===== src/rtl/kernel_a_seq_ctrl.sv =====
// Job sequencer wrapped around kernel_A: admits exactly N input beats, waits for N output beats, then pulses done.
// Optional idle watchdog with a sticky ERR state is built when KERNEL_A_SEQ_TIMEOUT_EN is defined.
module kernel_a_seq_ctrl #(
    parameter int unsigned CNTW    = 16,
    parameter int unsigned TIMEOUT = 1024
) (
    input  logic            clk,
    input  logic            rst,
    input  logic            start,
    input  logic [CNTW-1:0] num_items,
    input  logic            src_valid,
    output logic            src_ready,
    output logic            k_ivalid,
    input  logic            k_iready,
    input  logic            k_ovalid,
    output logic            k_oready,
    output logic            snk_valid,
    input  logic            snk_ready,
    output logic            busy,
    output logic            done,
    output logic            err,
    output logic [CNTW-1:0] in_cnt,
    output logic [CNTW-1:0] out_cnt
);

    typedef enum logic [2:0] {
        IDLE  = 3'd0,
        RUN   = 3'd1,
        DRAIN = 3'd2,
        DONE  = 3'd3
`ifdef KERNEL_A_SEQ_TIMEOUT_EN
        , ERR = 3'd4
`endif
    } state_t;

    state_t          state;
    state_t          state_nxt;
    logic [CNTW-1:0] n_items;
    logic            gate_in;
    logic            gate_out;
    logic            in_fire;
    logic            out_fire;
    logic [CNTW-1:0] in_cnt_nxt;
    logic [CNTW-1:0] out_cnt_nxt;
    logic            in_last;
    logic            out_full;
    logic            accept;

    // State register with state-decoded status flags
    always_ff @(posedge clk) begin
        if (!rst) begin
            state <= IDLE;
            busy  <= 1'b0;
            done  <= 1'b0;
        end else begin
            state <= state_nxt;
            busy  <= (state_nxt == RUN) || (state_nxt == DRAIN);
            done  <= (state_nxt == DONE);
        end
    end

    // Handshake gating; reset forces every handshake output low combinationally
    always_comb begin
        gate_in     = rst && (state == RUN) && (in_cnt < n_items);
        gate_out    = rst && ((state == RUN) || (state == DRAIN)) && (out_cnt < n_items);
        k_ivalid    = src_valid && gate_in;
        src_ready   = k_iready && gate_in;
        snk_valid   = k_ovalid && gate_out;
        k_oready    = snk_ready && gate_out;
        in_fire     = src_valid && k_iready && gate_in;
        out_fire    = k_ovalid && snk_ready && gate_out;
        in_cnt_nxt  = in_fire ? in_cnt + CNTW'(1) : in_cnt;
        out_cnt_nxt = out_fire ? out_cnt + CNTW'(1) : out_cnt;
        in_last     = in_fire && (in_cnt_nxt == n_items);
        out_full    = (out_cnt_nxt == n_items);
        accept      = (state == IDLE) && start;
    end

`ifdef KERNEL_A_SEQ_TIMEOUT_EN
    localparam int unsigned WDW = $clog2(TIMEOUT + 1);

    logic [WDW-1:0] wd_cnt;
    logic [WDW-1:0] wd_nxt;
    logic           wd_expire;

    always_comb begin
        wd_nxt    = (in_fire || out_fire) ? '0 : wd_cnt + WDW'(1);
        wd_expire = (wd_nxt == WDW'(TIMEOUT));
    end

    // Watchdog only runs while a job is active; any beat restarts the idle count
    always_ff @(posedge clk) begin
        if (!rst) begin
            wd_cnt <= '0;
        end else if ((state == RUN) || (state == DRAIN)) begin
            wd_cnt <= wd_nxt;
        end else begin
            wd_cnt <= '0;
        end
    end

    always_ff @(posedge clk) begin
        if (!rst) begin
            err <= 1'b0;
        end else begin
            err <= (state_nxt == ERR);
        end
    end
`else
    logic unused_timeout;

    assign unused_timeout = 1'(TIMEOUT & 32'd1);
    assign err            = 1'b0;
`endif

    // Next-state logic
    always_comb begin
        state_nxt = state;
        case (state)
            IDLE: begin
                if (start) begin
                    state_nxt = (num_items == '0) ? DONE : RUN;
                end
            end
            RUN: begin
                if (in_last) begin
                    state_nxt = out_full ? DONE : DRAIN;
                end
            end
            DRAIN: begin
                if (out_full) begin
                    state_nxt = DONE;
                end
            end
            DONE: begin
                state_nxt = IDLE;
            end
`ifdef KERNEL_A_SEQ_TIMEOUT_EN
            ERR: begin
                state_nxt = ERR;
            end
`endif
            default: begin
                state_nxt = IDLE;
            end
        endcase
`ifdef KERNEL_A_SEQ_TIMEOUT_EN
        if (((state == RUN) || (state == DRAIN)) && wd_expire) begin
            state_nxt = ERR;
        end
`endif
    end

    // Job length and beat counters; counters hold until the next accepted start
    always_ff @(posedge clk) begin
        if (!rst) begin
            n_items <= '0;
            in_cnt  <= '0;
            out_cnt <= '0;
        end else if (accept) begin
            n_items <= num_items;
            in_cnt  <= '0;
            out_cnt <= '0;
        end else begin
            in_cnt  <= in_cnt_nxt;
            out_cnt <= out_cnt_nxt;
        end
    end

endmodule


===== config.mk =====
export PLATFORM = sky130hd
export DESIGN_NAME = kernel_a_seq_ctrl
export DESIGN_NICKNAME = d
export VERILOG_FILES = /design/src/rtl/kernel_a_seq_ctrl.sv
export SDC_FILE = /design/constraint.sdc
export NUM_CORES = 1
export LEC_CHECK = 0
export CORE_MARGIN = 3
export CORE_UTILIZATION = 60
export CTS_CLUSTER_SIZE = 24
export DETAILED_ROUTE_END_ITERATION = 6
export HOLD_SLACK_MARGIN = 0.05
export PLACE_DENSITY = 0.87
export SLEW_MARGIN = 20
export SYNTH_ARGS = -nofsm -noshare
export SYNTH_HDL_FRONTEND = slang
export SYNTH_SLANG_ARGS = --single-unit

===== constraint.sdc =====
create_clock -name clk -period 6.75 [get_ports clk]
set_input_delay 1.0125 -clock clk [delete_from_list [all_inputs] [get_ports clk]]
set_output_delay 1.0125 -clock clk [all_outputs]
set_load 0.01 [all_outputs]

# [After elaboration in Yosys (flattened, before gate mapping)]
# Cells that the tools add are included.
[classes] addsub=2 order_cmp=2 n_eq_ne=7 mux=8 bitwise=1 reduce_logical=19
[op_table] op="$add 16x1->16 const B" n=2
[op_table] op="$eq 16x16->1" n=2
[op_table] op="$lt 16x16->1" n=2
[op_table] op="$mux 16" n=2
[op_table] op="$logic_not 16->1" n=1
[op_table] op="$logic_and 1x1->1" n=14
[op_table] op="$eq 3x2->1 const B" n=3
[op_table] op="$mux 3" n=3
[op_table] op="$pmux 3 s3" n=1
[op_table] op="$eq 3x1->1 const B" n=2
[op_table] op="$logic_not 3->1" n=1
[op_table] op="$logic_or 1x1->1" n=2
[op_table] op="$mux 2" n=1
[op_table] op="$reduce_or 2->1" n=1
[op_table] op="$mux 1" n=1
[op_table] op="$not 1->1" n=1
[totals] regBits=53 input_bits=23 out_inout_bits=39

# [Longest topological paths before layout]
# Gate-level depths: netlist of run 1.
[depth] depth_word=12 ltp_mapped=14 depth_no_buf=12

# [Least setup slack after synthesis of run 1]
# OpenSTA, ideal clock, no wires.
[synth_timing] path_kind="input -> register" startpoint="in rst" endpoint="reg busy" setup_ps=120 t_arrival_ps=3265 required_ps=6630 setup_slack_ps=3365 stages=11 path_buffers=1 cell_sequence="nor4b_2 o211a_1 nand3_2 or4_4 buf_6 or4_1 o221a_1 o211a_1 a31o_1 o21a_2 mux2i_1"
[synth_between] elab_chain_cells=10
[synth_lines] element="start: declaration" line_no="8" text="input logic rst,"
[synth_lines] element="$logic_and 1x1->1 (on tied branches) (2 in a row)" line_no="65, 64"
[synth_lines] element="$logic_and 1x1->1 (on tied branches)" line_no="71, 70"
[synth_lines] element="$mux 16 (on tied branches)" line_no="73, 72"
[synth_lines] element="$eq 16x16->1 (on tied branches)" line_no="75, 74"
[synth_lines] element="$mux 1 / $logic_and 1x1->1 (equally long branches)" line_no="127, 74"
[synth_lines] element="$mux 3" line_no="126" text="if (in_last) begin"
[synth_lines] element="$pmux 3 s3" line_no="119" text="case (state)"
[synth_lines] element="$eq 3x1->1 / $eq 3x2->1 (equally long branches)" line_no="57" text="busy <= (state_nxt == RUN) || (state_nxt == DRAIN);"
[synth_lines] element="$logic_or 1x1->1" line_no="57"
[synth_lines] element="end signal: assignment" line_no="57"
[synth_lines] element="end: declaration" line_no="19" text="output logic busy,"
# Parallel ways exist; a longest one is shown, timed or not.
# A chain may end at the register's enable or synchronous reset.

# [Final worst setup path of run 1]
[layout_timing] startpoint="in rst" endpoint="out snk_valid"
[layout_between] elab_chain_cells=3
[layout_lines] element="$logic_and 1x1->1 (2 in a row)" line_no="65" text="gate_out = rst && ((state == RUN) || (state == DRAIN)) && (out_cnt < n_items);"
[layout_lines] element="$logic_and 1x1->1" line_no="68" text="snk_valid = k_ovalid && gate_out;"
[layout_lines] element="end: declaration" line_no="17" text="output logic snk_valid,"
# Every way passes these cells.

==> results of run 1 <==
==> layer usage <==
| metal | vias to the layer above | wire (microns) | GRT usage, % |
|---|---|---|---|
| li1 | 2002 | - | - |
| met3 | 25 | 1200 | 7.00 |
| met1 | 1957 | 5300 | 42.8 |
| met2 | 242 | 5700 | 51.2 |
| met5 | - | 0 | 0 |
| met4 | 0 | 248 | 8.93 |
==> area by class of cell <==
class | count | share of cell area, %
Multi-Input combinational cell | 430 | 60.0
Sequential cell | 53 | 21.8
Timing Repair Buffer | 63 | 12.8
Tap cell | 77 | 1.98
Inverter | 21 | 1.62
Clock buffer | 6 | 1.49
Clock inverter | 2 | 0.308
==> worst min-delay path, delay by kind of cell (launching register included) <==
family | cells | cell delay [ns]
DFF | 1 | 0.37
AOI/OAI and AO/OA | 1 | 0.07
and+or+nand+nor | 1 | 0.08
==> power groups by stage <==
stage / clock network, mW / logic (mW) / registers (mW)
floorplan: 0 / 0.0616 / 0.330
global route: 0.196 / 0.102 / 0.331
finish: 0.184 / 0.0929 / 0.330
global placement: 0 / 0.0887 / 0.337
CTS: 0.186 / 0.0913 / 0.330
detailed placement: 0 / 0.0907 / 0.337
==> registers in the layout (all words and copies together) (netlist names) <==
name,cells
in_cnt,16
n_items,16
out_cnt,16
busy,1
done,1
state,3
==> path summary, 6_finish.rpt <==
| path | to | start | slack, ns | cells past startpoint |
|---|---|---|---|---|
| setup reg to reg | busy | n_items[13] | 2.70 | 12 |
| setup / recovery | snk_valid | rst | 2.11 | 7 |
| hold / removal | n_items[12] | n_items[12] | 0.55 | 2 |
| hold reg to reg | n_items[12] | n_items[12] | 0.55 | 2 |
==> cell families after synthesis <==
kind of cell    after synthesis  synth area share [%]
other cells                   1                0.0902
xor+xnor                     48                  10.8
compound gates               98                  18.3
mux                           3                 0.753
simple gates                247                  30.6
flops                        53                  25.5
fa+ha+maj                    32                  9.63
buf+inv                      43                  4.40
==> per-stage QoR <==
| step | cell area [sq um] | utilization, % | setup slack (ns) |
|---|---|---|---|
| 6_report | 4870 | 74.6 | 2.11 |
| 3_5_place_dp | 4780 | 73.2 | 2.15 |
| 3_3_place_gp | 4780 | 73.2 | 2.21 |
| 4_1_cts | 4870 | 74.6 | 2.13 |
| 2_1_floorplan | 4160 | - | 3.36 |
| 5_1_grt | 4870 | 74.6 | 1.93 |
==> layout by cell type (no fill, tap or decap), types with 4 or more instances in the layout <==
cell type and n:
and2_1 9, ha_1 32, dfxtp_1 53, nand3_1 20
or3_1 10, nand2_1 71, nand4_1 17, a31oi_1 7
a211o_1 4, nand2b_1 11, a21oi_1 18, inv_1 21
nor4_1 17, a21boi_0 16, xnor2_1 30, clkbuf_8 5
nor2_1 47, xor2_1 16, o21ai_0 12, and3_1 8
nor3_1 14, clkdlybuf4s50_1 60
==> results.md, run 1 <==
* Buf/Inv on CP at 2
* Die ar. at roughly 8000 sq um
* Final Hold Viols at 0
* Post-synth top cells: nand2_1, dfxtp_1, nor2_1
* Worst path cell trace: clkdlybuf4s50_1 -> nand2b_1 -> a2111oi_2 -> o21ai_2 -> nor3_2 -> and2_1 -> clkdlybuf4s50_1
* Part of the power in combinational logic at 15.3%
* Post-Place Cells at approximately 640
* Final Net Count at 629
* Crit start category: input pin
* VDD IR max at 0.119 mV
* Pwr Total at 0.608 mW
* Worst Skew at a little under 0.007 ns
* Switching power at 0.174 mW
* Synthesized area per cell at 7.92 sq um
* Status: completed
* Clk network pwr share at 30.4%
* Most common cell in the synthesized netlist: nand2_1
* Number of flops mapped to enable cells by yosys at 0
* Via density at 6.48
* PostCTS Resize Cnt at 0
* Wire per inst at roughly 19 microns
* Top delay family on crit path: buffers and inverters
* Grt ovf at 0
* Fmax at 216 MHz
* Synth Flop Type: dfxtp_1
* Synth area leader: dfxtp_1
* CORE AREA at roughly 6500 sq um
* Clk_lat worst skew at between 0.3 and 0.4 ns
* Most frequent cell on the critical path: clkdlybuf4s50_1
* Worst slew pin tran at roughly 0.85 ns
* Vias in the first global route at 3896
* RSZ-0062 raised after global routing: no
* Cell Int Power at 0.433 mW
* Max FO, Critical Path at 19
* Input/output buffers at 60
* Via count at 4226
* Height of the chip at 89.2 microns
* Cells after Synth at 525
* Layout cell share with drive strength beyond 1 at 4.70%
* HP Class: flop to flop
* Async set-reset flop share out of synthesis at 0%
* Fin cells at 652
* Mapped cell area at 4160 sq um
* TritonCTS clock tree: built
* Worst path slowest cell: clkdlybuf4s50_1
* Largest net degree at the start of global routing at 33
* Pwr Density at 125 nW/um^2
* Residual DRC count at 0
* Sequential Area at 1060 sq um
* Yosys top cell area share at 25.5%
* Die X at 89.2 microns
* Final Cycle Share at 68.7%
* Row Count at 29
* Diodes inserted at 0
* LEAKAGE at 1.67 nW
* Remaining antenna violation count at 0
* CTS max path bufs at 2
* # H-tree levels at 2
* Seq pwr share at 54.4%
* Hold WS at ~0.55 ns
* Fillers at approximately 530
* DP Wirelength at 9670 microns
* Ports at 62
* Hold Buf Count CTS at 0
* Initial antenna violation count at 0
* Area delta synth->final at 17.2%
* Tmin final at between 4 and 5 ns
* Crit Path Class: input pin to primary output
* YS warnings at 0
* Data required, critical path at 5.74 ns
* Clk slew on worst S/H paths at roughly 0.10 ns
* Pre-Repair DR Iteration Count at 5
* Synth top area cells: dfxtp_1, ha_1, nand2_1
* # Post-CTS Setup Buffers at 0
* Initial Util at ~64%
* Clk sinks at 53
* Area of the multi-input gates at 2920 sq um
* Largest stage delay, worst path at 0.80 ns
* Unique masters post-synth at 68
* CTS root buffer: clkbuf_8
* Synth Register Bits at 53
* TritonCTS buffer count at 5
* Slew HR at 42.9%
* DRT Wirelength at 12400 microns
* Count of final setup violators at 0
* Endpoint class of the critical path: primary output
* First-pass GRT wire length at 19600 microns
* First DRT Iteration DRCs at 412
* Net Sw Frac at about 29%
* Critical Path AT at 3.62 ns
* Post-synthesis sequential area ratio at 25.5%
* Slew Viols, Final at 0
* Setup TNS at 0 ns
* MaxCap Viol Count at 0
* Placer's final routability congestion estimate at 0.976
* Tot GR Track Use at a little under a third
Note: power is estimated with default switching activity, not from simulation.
==> inputs of run 2 (changes only) <==
Settings changed: CORE_UTILIZATION 60 to 50, PLACE_DENSITY 0.87 to 0.78.
Clock period 6.75 ns to 4 ns, I/O delays scaled along.
==> run 2 against run 1 <==
Sequential power up 65%. Clock-buffer cell count unchanged. Combinational power up 100%. Final area up 6.2%. Worst hold slack worse by 0.0052 ns. Cell count up 9.0%. Critical path depth up 3. Critical path type is now flop to primary output. First-iteration DRC count up 22%.
==> results.md, run 2 (synthesis gave the netlist of run 1 again) <==
* Status: completed
* Crit Path Class: flop to primary output
* CORE AREA at 7890 sq um
* Endpoint class of the critical path: primary output
* Remaining antenna violation count at 0
* R2R cell count at 13
* First DRT Iteration DRCs at 501
* Ports at 62
* CP Capture Point: src_ready
* Tot GR Track Use at between 20% and 30%
* Clk slew on worst S/H paths at 0.10 ns
* Largest net degree at the start of global routing at 33
* Initial antenna violation count at 0
* Reg-to-reg critical path startpoint: n_items[12]
* Most common cell after layout, fill and taps aside: nand2_1
* Grt ovf at 0
* Final Hold Viols at 0
* Worst slew pin tran at 0.603 ns
* Row Count at 32
* Area delta synth->final at 24.5%
* Setup TNS at 0 ns
* # Post-CTS Setup Buffers at 0
* Via count at between 4000 and 5000
* Pre-Repair DR Iteration Count at 6
* VDD IR max at 0.145 mV
* TritonCTS buffer count at 5
* Pwr Total at 1.08 mW
* Diodes inserted at 0
* Max FO, Critical Path at 11
* Clk sinks at 53
* LEAKAGE at 1.86 nW
* Slew Viols, Final at 0
* Height of the chip at just under 100 microns
* Via density at 6.15
* Data required, critical path at between 3 and 4 ns
* Final Net Count at 663
* CTS root buffer: clkbuf_8
* Placer's final routability congestion estimate at ~1
* CTS max path bufs at 2
* Critical Path AT at 3.23 ns
* HP Class: flop to flop
* RSZ-0062 raised after global routing: no
* Count of final setup violators at 0
* DRT Wirelength at 13700 microns
* TritonCTS clock tree: built
* Most frequent cells in the layout: nand2_1, clkdlybuf4s50_1, dfxtp_1, nor2_1, buf_4
* Tmin final at 3.83 ns
* # H-tree levels at 2
* Initial Util at 52.7%
* Hold Buf Count CTS at 0
* DP Wirelength at 11000 microns
* Worst Skew at 0.00433 ns
* Vias in the first global route at 4173
* Input/output buffers at 60
* Slew HR at 59.4%
* Wire per inst at 19.3 microns
* First-pass GRT wire length at 21800 microns
* Crit start category: flop
* Worst setup path startpoint: n_items[12]
* Final Cycle Share at 95.7%
* Residual DRC count at 0
* Biggest regs: in_cnt: 16 flops, n_items: 16 flops, out_cnt: 16 flops
* Worst reg2reg endpoint: busy
* Reg2reg setup slack at 0.30 ns
* Layout cell share with drive strength beyond 1 at 10.3%
* Final Util at 65.6%
* Die ar. at between 9000 and 10000 sq um
* Die X at about 97 microns
* Fmax at 261 MHz
* MaxCap Viol Count at 0
* Clk_lat worst skew at 0.31 ns
* Pwr Density at between 200 and 250 nW/um^2
## run 2: cell types whose count changed in the layout (fill, tap and decap cells not counted)
| cell | previous run | this run |
|---|---|---|
| nor3_2 | 1 | 2 |
| clkinvlp_4 | 2 | 0 |
| nor3_1 | 14 | 13 |
| buf_4 | 3 | 37 |
| inv_6 | 0 | 1 |
| clkinv_4 | 0 | 1 |
| clkbuf_8 | 5 | 6 |
| clkbuf_1 | 1 | 0 |
## run 2: report_power, final
group	internal (mW)	leakage, nW	switching [mW]
sequential	0.536	0.429	0.00991
clock	0.144	0.0518	0.197
combinational	0.0842	1.38	0.106
total	0.765	1.86	0.313
## run 2: per-stage QoR
stage	hold WS (ns)	instance area [sq um]	std cells	setup slack (ns)
final	0.548	5170	711	0.171
after global routing	0.574	5170	711	0.0252
after CTS	0.547	5170	711	0.208
after detailed placement	0.530	5070	703	0.238
after global placement	0.529	5070	703	0.347
after floorplan	0.470	4160	526	0.670
## run 2: per-layer routing
metal | routed length, microns | up-vias | track usage [%] | part of all wire [%]
met4 | 382 | 0 | 7.99 | 2.8
met1 | 6030 | 2064 | 40.1 | 44
li1 | - | 2076 | - | -
met5 | 0 | - | 0 | 0
met2 | 6120 | 212 | 45.8 | 45
met3 | 1180 | 24 | 4.09 | 8.6
## run 2: how the worst min path moves through the flow
stage,slack [ns],to,start,cells past startpoint
6_report,0.55,in_cnt[1],in_cnt[1],2
5_1_grt,0.57,in_cnt[1],in_cnt[1],2
4_1_cts,0.55,in_cnt[1],in_cnt[1],2
3_5_place_dp,0.53,in_cnt[1],in_cnt[1],2
3_3_place_gp,0.53,n_items[12],n_items[12],2
2_1_floorplan,0.47,n_items[12],n_items[12],2
## run 2: final cells by class
cell class	count	area, sq um
clock buffer	6	82.6
inverter	21	78.8
multi-input combinational	430	2930
clock inverter	2	17.5
timing repair buffer	97	878
sequential	53	1060
fill	716	2710
tap	102	128
## run 2: critical path, cell delays in order (launching register included)
cell	delay (ns)
dfxtp_1	0.44
inv_1	0.15
ha_1	0.30
nand4_1	0.15
or3_1	0.47
a31oi_1	0.32
buf_4	0.20
nor3_1	0.05
buf_4	0.19
and2_1	0.17
clkdlybuf4s50_1	0.48
## run 2: what timing repair did
item,CTS,global route
resized for setup,0,1
hold endpoints to repair,0,0
setup endpoints to repair,0,2
==> inputs of run 3 (changes only) <==
Settings changed: CORE_UTILIZATION 50 to 55, PLACE_DENSITY 0.78 to 0.79.
Clock period 4 ns to 3.6 ns, I/O delays scaled along.
==> run 3 against run 2 <==
Highest routed layer unchanged. Worst hold slack got worse by 0.017 ns. Sequential share of layout area fell by 1.6 points. Cell count rose by 5.6%. Total power rose by 12%. Worst setup slack got worse by 0.058 ns. Utilization rose by 11 points. Die area fell by 8.5%.
==> results.md, run 3 (synthesis gave the netlist of run 1 again) <==
* Status: completed
* Input/output buffers at 60
* Height of the chip at 92.9 microns
* Pre-Repair DR Iteration Count at 5
* LEAKAGE at 2.17 nW
* First DRT Iteration DRCs at 438
* Pwr Density at 214 nW/um^2
* DR WL met2 at 6600 microns
* Via density at 6.21
* Tmin final at 3.49 ns
* Uppermost routed layer: met4
* Max FO, Critical Path at 4
* Data required, critical path at 3.85 ns
* CTS max path bufs at 2
* Pre-CTS setup slack at -0.205 ns
* Hold path startpoint: out_cnt[1]
* TritonCTS clock tree: built
* CTS root buffer: clkbuf_8
* RSZ-0062 raised after global routing: no
* HP Class: flop to flop
* Count of final setup violators at 0
* Worst reg2reg endpoint: busy
* R2R cell count at 15
* Most frequent cells in the layout: buf_4, nand2_1, clkdlybuf4s50_1, dfxtp_1, nor2_1
* First-pass GRT wire length at between 20000 and 25000 microns
* CORE AREA at ~7300 sq um
* Dpl cell area at between 5000 and 6000 sq um
* TritonCTS buffer count at 5
* Via count at 4666
* Vias in the first global route at about 4500
* Critical Path AT at between 3 and 4 ns
* Diodes inserted at 0
* Initial Util at 57.0%
* Final worst slack at 0.113 ns
* Clk slew on worst S/H paths at 0.11 ns
* Area delta synth->final at 35.1%
* WHS Endpoint: out_cnt[1]
* Final Net Count at 706
* WL met3 at 1540 microns
* Fillers at 551
* Worst slew pin tran at around 0.64 ns
* VDD IR max at 0.203 mV
* Met1 wire length at around 6200 microns
* DRT Wirelength at between 10000 and 15000 microns
* Reg2reg setup slack at 0.11 ns
* Remaining antenna violation count at 0
* Crit start category: flop
* Wire per inst at 19.6 microns
* Die X at 92.9 microns
* Endpoint class of the critical path: flop
* Largest net degree at the start of global routing at 33
* Ports at just over 60
* Crit Path Class: flop to flop
* Reg-to-reg critical path startpoint: n_items[14]
* Hold WS at 0.531 ns
* Worst Skew at approximately 0.015 ns
* Tot GR Track Use at about 34%
* Slew Viols, Final at 0
* Row Count at 31
* Fin cells at 751
* Biggest regs: in_cnt: 16 flops, n_items: 16 flops, out_cnt: 16 flops
* MaxCap Viol Count at 0
* Hold Path Cell Cnt at 2
* Fmax at 287 MHz
* Setup TNS at 0 ns
* Final Cycle Share at 96.9%
* Placer's final routability congestion estimate at 1.02
* Slew HR at 57.4%
* Final Hold Viols at 0
* Most common cell after layout, fill and taps aside: buf_4
* Post-route cell area at 5610 sq um
* Initial antenna violation count at 0
* Residual DRC count at 0
* DP Wirelength at between 10000 and 15000 microns
* Post-Place Cells at 738
* Clk sinks at 53
* Die ar. at 8640 sq um
* Clk_lat worst skew at 0.32 ns
* # H-tree levels at 2
* Layout cell share with drive strength beyond 1 at 18.7%
* Grt ovf at 0
run 3: changes by cell type in the layout (fill, tap and decap cells not counted), moves of 3 or more:
cell	previous run	this run
inv_1	21	18
clkdlybuf4s50_1	60	55
buf_4	37	80
ha_1	32	28
dlymetal6s2s_1	0	4
or3_4	0	3
or3_1	10	7
run 3: critical path, cell delays in order, from the launching register on:
cell and delay [ns]:
dfxtp_1 0.36, inv_2 0.07, ha_2 0.33, nand4_1 0.18, or3_4 0.42, a2111oi_4 0.30
buf_4 0.21, buf_4 0.15, nor4_2 0.05, buf_4 0.14, xnor2_1 0.15, a21oi_1 0.17
nor4bb_4 0.31, nand4_1 0.13, o21a_2 0.26, mux2i_1 0.17
run 3: repair_timing:
item	CTS	global route
endpoints found under the setup margin	5	7
cloned	0	0
hold buffers	0	0
resized for setup	4	26
pin swaps	1	10
buffers inserted	3	2
run 3: layout make-up:
type | instances | area [sq um] | share of cell area (%)
clock buffers | 6 | 72.6 | 1.29
multi-input cells | 430 | 3050 | 54.3
flip-flops and latches | 53 | 1060 | 18.9
inverters | 21 | 81.3 | 1.45
well taps | 99 | 124 | 2.21
repair buffers | 140 | 1210 | 21.6
clock inverters | 2 | 13.8 | 0.245
run 3: routing by layer:
layer / vias up / GRT usage [%]
li1: 2160 / -
met1: 2176 / 46.1
met2: 287 / 54.4
met3: 43 / 8.85
met4: 0 / 10.6
met5: - / 0
run 3: worst max path at each step:
| stage | from | to | slack, ns | depth (start not counted) |
|---|---|---|---|---|
| after global placement | rst | busy | -0.11 | 12 |
| after global routing | n_items[13] | busy | 0.01 | 13 |
| after detailed placement | rst | busy | -0.20 | 12 |
| final | n_items[14] | busy | 0.11 | 15 |
| after CTS | n_items[14] | src_ready | 0.003 | 11 |
| after floorplan | n_items[13] | busy | 0.27 | 12 |
run 3: report_power, final:
group	internal, mW	total [mW]	switching [mW]
clock network	0.139	0.352	0.213
logic	0.114	0.246	0.132
registers	0.596	0.605	0.00941
total	0.849	1.20	0.355
run 3: per-stage QoR:
step                      utilization, %  power [mW]
final                               77.0        1.20
after global routing                77.0        1.25
after CTS                           75.1        1.19
after detailed placement            73.4       0.833
after global placement              73.4       0.828
after floorplan                        -       0.734
